===== src/rtl/escalonador_animacao.sv =====
// -----------------------------------------------------------------------------
// escalonador_animacao
//
// Sequences one 1024-byte frame at a time from the image controller to the
// OLED serial driver and steps the per-state animation frame index.
//
// Each byte takes FETCH -> LATCH -> PRESENT. FETCH puts the address on
// byte_counter. LATCH captures the image controller's registered byte.
// PRESENT holds the byte on a valid/ready handshake until the driver takes it.
// Frames are separated by GAP_CYCLES idle cycles. The animation state is only
// re-sampled at the GAP->FETCH edge, so a frame never mixes two animations.
//
// Ports:
//   clk          in   system clock
//   reset        in   synchronous, active-high reset
//   estado       in   one-hot Tamagotchi state (illegal codes act as IDLE)
//   pixel_data   in   image controller byte, one cycle behind byte_counter
//   tx_ready     in   serial driver can accept a byte
//   byte_counter out  frame byte address 0..1023
//   frame_idx    out  current animation frame 0..size-1
//   tx_data      out  byte presented to the driver
//   tx_valid     out  tx_data is valid
//   frame_start  out  one-cycle pulse on the FETCH of byte 0
//   frame_done   out  one-cycle pulse after the byte-1023 handshake
// -----------------------------------------------------------------------------
module escalonador_animacao #(
    parameter int FRAMES_PER_STEP = 4,
    parameter int GAP_CYCLES      = 1000,
    parameter int IDLE_SIZE       = 6,
    parameter int DORMINDO_SIZE   = 4,
    parameter int COMENDO_SIZE    = 5,
    parameter int DANDO_AULA_SIZE = 7,
    parameter int MORTO_SIZE      = 8
) (
    input  logic       clk,
    input  logic       reset,
    input  logic [3:0] estado,
    input  logic [7:0] pixel_data,
    input  logic       tx_ready,
    output logic [9:0] byte_counter,
    output logic [2:0] frame_idx,
    output logic [7:0] tx_data,
    output logic       tx_valid,
    output logic       frame_start,
    output logic       frame_done
);

    localparam int STEP_W = (FRAMES_PER_STEP > 1) ? $clog2(FRAMES_PER_STEP) : 1;
    localparam int GAP_W  = (GAP_CYCLES > 1) ? $clog2(GAP_CYCLES) : 1;

    localparam logic [STEP_W-1:0] STEP_LAST = STEP_W'(FRAMES_PER_STEP - 1);
    localparam logic [GAP_W-1:0]  GAP_LAST  = GAP_W'(GAP_CYCLES - 1);
    localparam logic [9:0]        LAST_BYTE = 10'd1023;

    typedef enum logic [1:0] {
        S_GAP,
        S_FETCH,
        S_LATCH,
        S_PRESENT
    } state_t;

    typedef enum logic [2:0] {
        A_IDLE,
        A_DORMINDO,
        A_COMENDO,
        A_DANDO_AULA,
        A_MORTO
    } anim_t;

    state_t              r_state;
    anim_t               r_estado_lat;
    logic [GAP_W-1:0]    r_gap_cnt;
    logic [STEP_W-1:0]   r_step_cnt;
    logic [9:0]          r_byte_counter;
    logic [2:0]          r_frame_idx;
    logic [7:0]          r_tx_data;
    logic                r_tx_valid;
    logic                r_frame_start;
    logic                r_frame_done;

    anim_t               w_estado_dec;
    logic [2:0]          w_last_idx;
    logic [2:0]          w_next_idx;

    // Decode the one-hot input; anything that is not a legal code is IDLE.
    // NOTE: every combinational output gets a default first so no path can
    // leave it unassigned and infer a latch.
    always_comb begin
        w_estado_dec = A_IDLE;
        case (estado)
            4'b0001: w_estado_dec = A_DORMINDO;
            4'b0010: w_estado_dec = A_COMENDO;
            4'b0100: w_estado_dec = A_DANDO_AULA;
            4'b1000: w_estado_dec = A_MORTO;
            default: w_estado_dec = A_IDLE;
        endcase
    end

    // Highest frame index of the latched animation.
    always_comb begin
        w_last_idx = 3'(IDLE_SIZE - 1);
        case (r_estado_lat)
            A_DORMINDO:   w_last_idx = 3'(DORMINDO_SIZE - 1);
            A_COMENDO:    w_last_idx = 3'(COMENDO_SIZE - 1);
            A_DANDO_AULA: w_last_idx = 3'(DANDO_AULA_SIZE - 1);
            A_MORTO:      w_last_idx = 3'(MORTO_SIZE - 1);
            default:      w_last_idx = 3'(IDLE_SIZE - 1);
        endcase
    end

    // Wrap by compare, so non-power-of-two animation lengths cost no divider.
    assign w_next_idx = (r_frame_idx == w_last_idx) ? 3'd0 : r_frame_idx + 3'd1;

    // NOTE: all state uses non-blocking assignments so every register samples
    // the pre-edge values regardless of statement order.
    always_ff @(posedge clk) begin
        if (reset) begin
            r_state        <= S_GAP;
            r_estado_lat   <= A_IDLE;
            r_gap_cnt      <= '0;
            r_step_cnt     <= '0;
            r_byte_counter <= '0;
            r_frame_idx    <= '0;
            r_tx_data      <= '0;
            r_tx_valid     <= 1'b0;
            r_frame_start  <= 1'b0;
            r_frame_done   <= 1'b0;
        end else begin
            r_frame_start <= 1'b0;
            r_frame_done  <= 1'b0;
            case (r_state)
                S_GAP: begin
                    if (r_gap_cnt == GAP_LAST) begin
                        r_state       <= S_FETCH;
                        r_frame_start <= 1'b1;
                        // A new animation restarts from its first frame.
                        if (w_estado_dec != r_estado_lat) begin
                            r_estado_lat <= w_estado_dec;
                            r_frame_idx  <= '0;
                            r_step_cnt   <= '0;
                        end
                    end else begin
                        r_gap_cnt <= r_gap_cnt + GAP_W'(1);
                    end
                end
                S_FETCH: begin
                    // The image controller registers the addressed byte now.
                    r_state <= S_LATCH;
                end
                S_LATCH: begin
                    r_tx_data  <= pixel_data;
                    r_tx_valid <= 1'b1;
                    r_state    <= S_PRESENT;
                end
                S_PRESENT: begin
                    if (tx_ready) begin
                        r_tx_valid <= 1'b0;
                        if (r_byte_counter == LAST_BYTE) begin
                            r_byte_counter <= '0;
                            r_frame_done   <= 1'b1;
                            r_gap_cnt      <= '0;
                            r_state        <= S_GAP;
                            if (r_step_cnt == STEP_LAST) begin
                                r_step_cnt  <= '0;
                                r_frame_idx <= w_next_idx;
                            end else begin
                                r_step_cnt <= r_step_cnt + STEP_W'(1);
                            end
                        end else begin
                            r_byte_counter <= r_byte_counter + 10'd1;
                            r_state        <= S_FETCH;
                        end
                    end
                end
                default: r_state <= S_GAP;
            endcase
        end
    end

    assign byte_counter = r_byte_counter;
    assign frame_idx    = r_frame_idx;
    assign tx_data      = r_tx_data;
    assign tx_valid     = r_tx_valid;
    assign frame_start  = r_frame_start;
    assign frame_done   = r_frame_done;

endmodule

===== config.mk =====
export PLATFORM = sky130hd
export DESIGN_NAME = escalonador_animacao
export DESIGN_NICKNAME = d
export VERILOG_FILES = /design/src/rtl/escalonador_animacao.sv
export SDC_FILE = /design/constraint.sdc
export NUM_CORES = 1
export LEC_CHECK = 0
export CAP_MARGIN = 15
export CORE_UTILIZATION = 50
export DETAILED_ROUTE_END_ITERATION = 8
export HOLD_SLACK_MARGIN = 0.12
export MAX_ROUTING_LAYER = met4
export PLACE_DENSITY = 0.8
export RECOVER_POWER = 50
export SLEW_MARGIN = 5
export SYNTH_ARGS = -nofsm -noshare
export SYNTH_HDL_FRONTEND = slang
export SYNTH_SLANG_ARGS = --single-unit

===== constraint.sdc =====
create_clock -name clk -period 2.8 [get_ports clk]
set_input_delay 0.28 -clock clk [delete_from_list [all_inputs] [get_ports clk]]
set_output_delay 0.28 -clock clk [all_outputs]
set_load 0.03 [all_outputs]

[Word level (Yosys, flattened, before mapping)]
Cells that the tools add are included.
Word-level totals
  bits of input ports: 15
  register bits after elaboration: 41
Cells by class
  bitwise operators: 3
  reductions and logical operators: 12
  multiplexer cells: 28
  add/sub/neg operators: 4
  equality and inequality tests: 22
Operators by type and width (number)
  10-bit 2-to-1 mux: 4
  3-bit case mux with 4 select lines: 2
  10-bit by 1-bit adder with 10-bit output, second input constant: 2
  10-bit equality test, second input constant: 2
  10-bit case mux with 2 select lines: 1
  3-bit 2-to-1 mux: 6
  2-bit 2-to-1 mux: 7
  2-bit != test, second input constant: 6
  2-bit case mux with 4 select lines: 1
  2-bit equality test, second input constant: 3
  3-bit by 2-bit equality test with 1-bit output, second input constant: 2
  3-bit case mux with 2 select lines: 1
  2-bit AND reduction: 3
  6-bit AND reduction: 1
  5-bit AND reduction: 1
  4-bit by 1-bit equality test with 1-bit output, second input constant: 1
  4-bit by 2-bit equality test with 1-bit output, second input constant: 1
  4-bit by 3-bit equality test with 1-bit output, second input constant: 1
  4-bit equality test, second input constant: 1
  1-bit 2-to-1 mux: 4
  2-bit case mux with 2 select lines: 1
  4-bit AND reduction: 1
  2-bit nonzero test: 2
  3-bit by 1-bit adder with 3-bit output, second input constant: 1
  other kinds (12): 14

[Longest topological paths before layout]
  depth in word-level cells: 8
  gate-level depth with buffers: 8

[Worst setup path after synthesis]
No wires, ideal clock.
  path kind: register -> register
  from: register r_byte_counter[0], in the netlist byte_counter[0]
  to: register r_gap_cnt[3]
  setup slack: 0.639 ns
  data required time: 2.729 ns
  stages on the path, launching flop included: 7
  arrival time: 2.091 ns
  clock period less this slack: 2.161 ns
  path through: dfxtp_1 -> ha_1 -> nand3_1 -> o41a_1 -> a41o_1 -> or3_1 -> a21oi_1
Between the ends
  cells in the longest elaborated chain, start to end: 3
RTL lines
  from (decl): line 74  | logic [9:0] r_byte_counter;
  from (signal assigned): line 170  | r_byte_counter <= r_byte_counter + 10'd1;
  10-bit equality test: line 158  | if (r_byte_counter == LAST_BYTE) begin
  2-bit != test (no source line)
  4-bit AND reduction (no source line)
  to (signal assigned): line 143  | r_gap_cnt <= r_gap_cnt + GAP_W'(1);
  to (decl): line 72  | logic [GAP_W-1:0] r_gap_cnt;
No other way between the ends.
A chain may end at the register's enable or synchronous reset.

[Worst setup path after layout]
  from: register r_state[1]
  to: register r_frame_idx[0], in the netlist frame_idx[0]
Between the ends
  cells in the longest elaborated chain, start to end: 3
  elaborated cells on any way between the ends: 10
  those cells by class: 6 x eq/ne; 1 x mux; 3 x reduce/logical
RTL lines
  from (decl): line 70  | state_t r_state;
  from (signal assigned): line 118  | r_state <= S_GAP;
  from (signal assigned): line 134  | r_state <= S_FETCH;
  from (signal assigned): line 148  | r_state <= S_LATCH;
  2-bit equality test or 2-bit logical NOT (tied branches): line 131  | case (r_state)
  2-bit != test (no source line) or 2-bit nonzero test (tied branches)
  6-bit AND reduction (no source line)
  to (signal assigned): line 165  | r_frame_idx <= w_next_idx;
  to (decl): line 75  | logic [2:0] r_frame_idx;
Parallel ways exist; a longest one is shown, timed or not.

==> impl_metrics.toml <==
[logic_synthesis]
async_reset_ff_share_pct = 0
ys.flop_type = "dfxtp_1"
ys_types = 45
netlist_top_cells_area = "dfxtp_1 41%, nor2_1 7.3%, mux2i_1 6.0%, ha_1 5.0%, xor2_1 4.8%"
syn_nets = 249
synth-compound-area-share_pct = 11.5
synth_seq_area_share_pct = 40.8
yosysWarnings = 0
synth_seq_cells = 41
yosys.area_share.simple_pct = 25.2
synth_common_cells = "41 x dfxtp_1, 39 x nor2_1, 12 x mux2i_1, 12 x nand2_1, 11 x xor2_1"
yosysMostFrequentCell = "dfxtp_1"
synth_area_um2 = 2010
syn_avg_cell_area_um2 = 8.90
synth_top_family_by_area = "simple AND/OR/NAND/NOR gates"
synth_mux_area_share_pct = 5.97
synth_xor_area_share_pct = 8.71
yosysTopAreaCellShare_pct = 40.8
synth_cells = 226
synth_fa_ha_area_share_pct = 4.98
synth_edf_count = 0
yosysTopAreaCell = "dfxtp_1"

[sta]
setup_tns_ns = 0
max_freq_mhz = 440
final-setup-viol-count = 0
hold_viol_final = 0
worstMarginPinSlew_ns = 0.521
final.setup_skew_ns = 0.00901
relSlewSlack_pct = 64.8
layout_setup_ws_ns = 0.525
fin_crit_ns = 2.27
period_share_pct = 81.2
slew_violations = 0
rsz0062_at_grt = "false"

[cells_and_area]
synthToLayoutAreaGrowth_pct = 24.8
fin_cells = 312
fin_util_pct = 66.6
diodes = 0
drive_above_1_share_pct = 4.55
nets = 286

[placement]
pre_cts_ws_ns = 0.526
portBuffers = 38
place_hpwl_um = 2730
dp.cells = 304
place_congestion = 0.803

[global_routing]
grt_pass1_vias = 1536
grt_pass1_wl_um = 6600
grt_max_degree = 32
grt_overflow = 0
grt_usage_pct = 20.2
antenna_found_initial = 0

[critical_path]
cp.required_ns = 3.02
r2r-start = "r_state[1]$_SDFFE_PP0P_"
cp.arrival_ns = 2.49
path_max_fanout = 7
setup.worst_path.start = "r_state[1]$_SDFFE_PP0P_"
criticalPathCategory = "reg -> reg"
crit_path_start_kind = "register"
cp-end-kind = "register"

[detailed_routing]
drc_errors = 0
wl_per_cell_um = 12.0
wirelength_um = 3760
vias = 1684
drt_first_pass_iters = 4
viasPerCell = 5.40
ant_nets = 0
drt_iter0_drc = 71

[hold_path]
hold_path_class = "reg -> reg"
hp-start = "tx_data[4]$_SDFFE_PP0P_"

[clock_network]
htreeDepth = 2
cts_sinks = 41
ctsHoldBuffers = 0
cts_setup_buffers = 0
clkSlewWorstSetupHoldPaths_ns = 0.08
cts_resized = 0
cts_tree = "done"
clk-insertion-delay-late_ns = 0.30
cts_buffers = 5
ctsRootBufferMaster = "clkbuf_8"
clockBufferDepth = 2

[power]
p_leak_uw = 0.000945
ir_drop_uv = 428
finalPower_uw = 1280
powerDensity_nw_per_um2 = 511

[run_status]
outcome = "completed"

[die]
dieHeight_um = 65.4
chipWidth_um = 65.4
pin_count = 39
core_area_um2 = 3770
start_util_pct = 53.4
dieArea_um2 = 4280
row_count = 22

[job]
drv_cap = 0
-- stage by stage --
| step | hold WS (ns) | cell area [µm²] |
|---|---|---|
| final | 0.487 | 2510 |
| after global routing | 0.531 | 2510 |
| after CTS | 0.501 | 2510 |
| after detailed placement | 0.482 | 2420 |
| after global placement | 0.471 | 2420 |
| after floorplan | 0.428 | 2010 |
-- critical path, cell delays in order, from the launching register on --
cell,delay [ns]
dfxtp_1,0.40
ha_1,0.29
nand2_1,0.19
nor2_1,0.31
a32oi_1,0.15
a311o_1,0.35
a211o_1,0.32
o31ai_2,0.17
-- logic make-up after synthesis --
group / count (synthesis)
flops: 41
fa+ha+maj: 8
buf+inv: 15
simple gates: 97
xor+xnor: 20
mux: 12
compound gates: 33
-- state kept, by name, summed over array words and instances (netlist names) --
name / flops
r_step_cnt: 2
r_state: 2
r_gap_cnt: 10
frame_start: 1
tx_valid: 1
tx_data: 8
byte_counter: 10
frame_idx: 3
frame_done: 1
r_estado_lat: 3
-- final cells by class --
| type | count | area [µm²] |
|---|---|---|
| clock inverters | 2 | 15.0 |
| multi-input cells | 170 | 1130 |
| flip-flops and latches | 41 | 821 |
| inverters | 6 | 22.5 |
| well taps | 48 | 60.1 |
| fillers | 322 | 1260 |
| repair buffers | 39 | 388 |
| clock buffers | 6 | 72.6 |
-- placed cells by master (no fill, tap or decap), types with 8 or more instances in the layout --
cell,netlist,final
dfxtp_1,41,41
nor2_1,39,39
clkdlybuf4s50_1,0,21
dlygate4sd3_1,0,17
nand2_1,12,13
mux2i_1,12,12
xor2_1,11,11
xnor2_1,9,9
o21ai_0,8,8
ha_1,8,8
-- per-layer routing --
layer / track usage, % / part of all wire (%) / wire [µm]
met4: 6.52 / 1.4 / 52
met3: 4.86 / 2.7 / 103
met1: 24.8 / 49 / 1850
met5: - / 0 / 0
met2: 32.7 / 47 / 1750
-- where the power goes --
group / internal (µW) / total, µW / switching, µW
clock network: 175 / 381 / 206
registers: 613 / 633 / 20.0
logic: 117 / 269 / 152
total: 905 / 1280 / 378
-- final timing paths --
path,end,slack [ns],depth (start not counted)
setup reg to reg,frame_idx[0]$_SDFFE_PP0P_,0.53,7
setup / recovery,frame_idx[0]$_SDFFE_PP0P_,0.53,7
hold reg to reg,tx_data[4]$_SDFFE_PP0P_,0.49,2
hold / removal,tx_data[4]$_SDFFE_PP0P_,0.49,2
(Power assumes the default switching activity.)
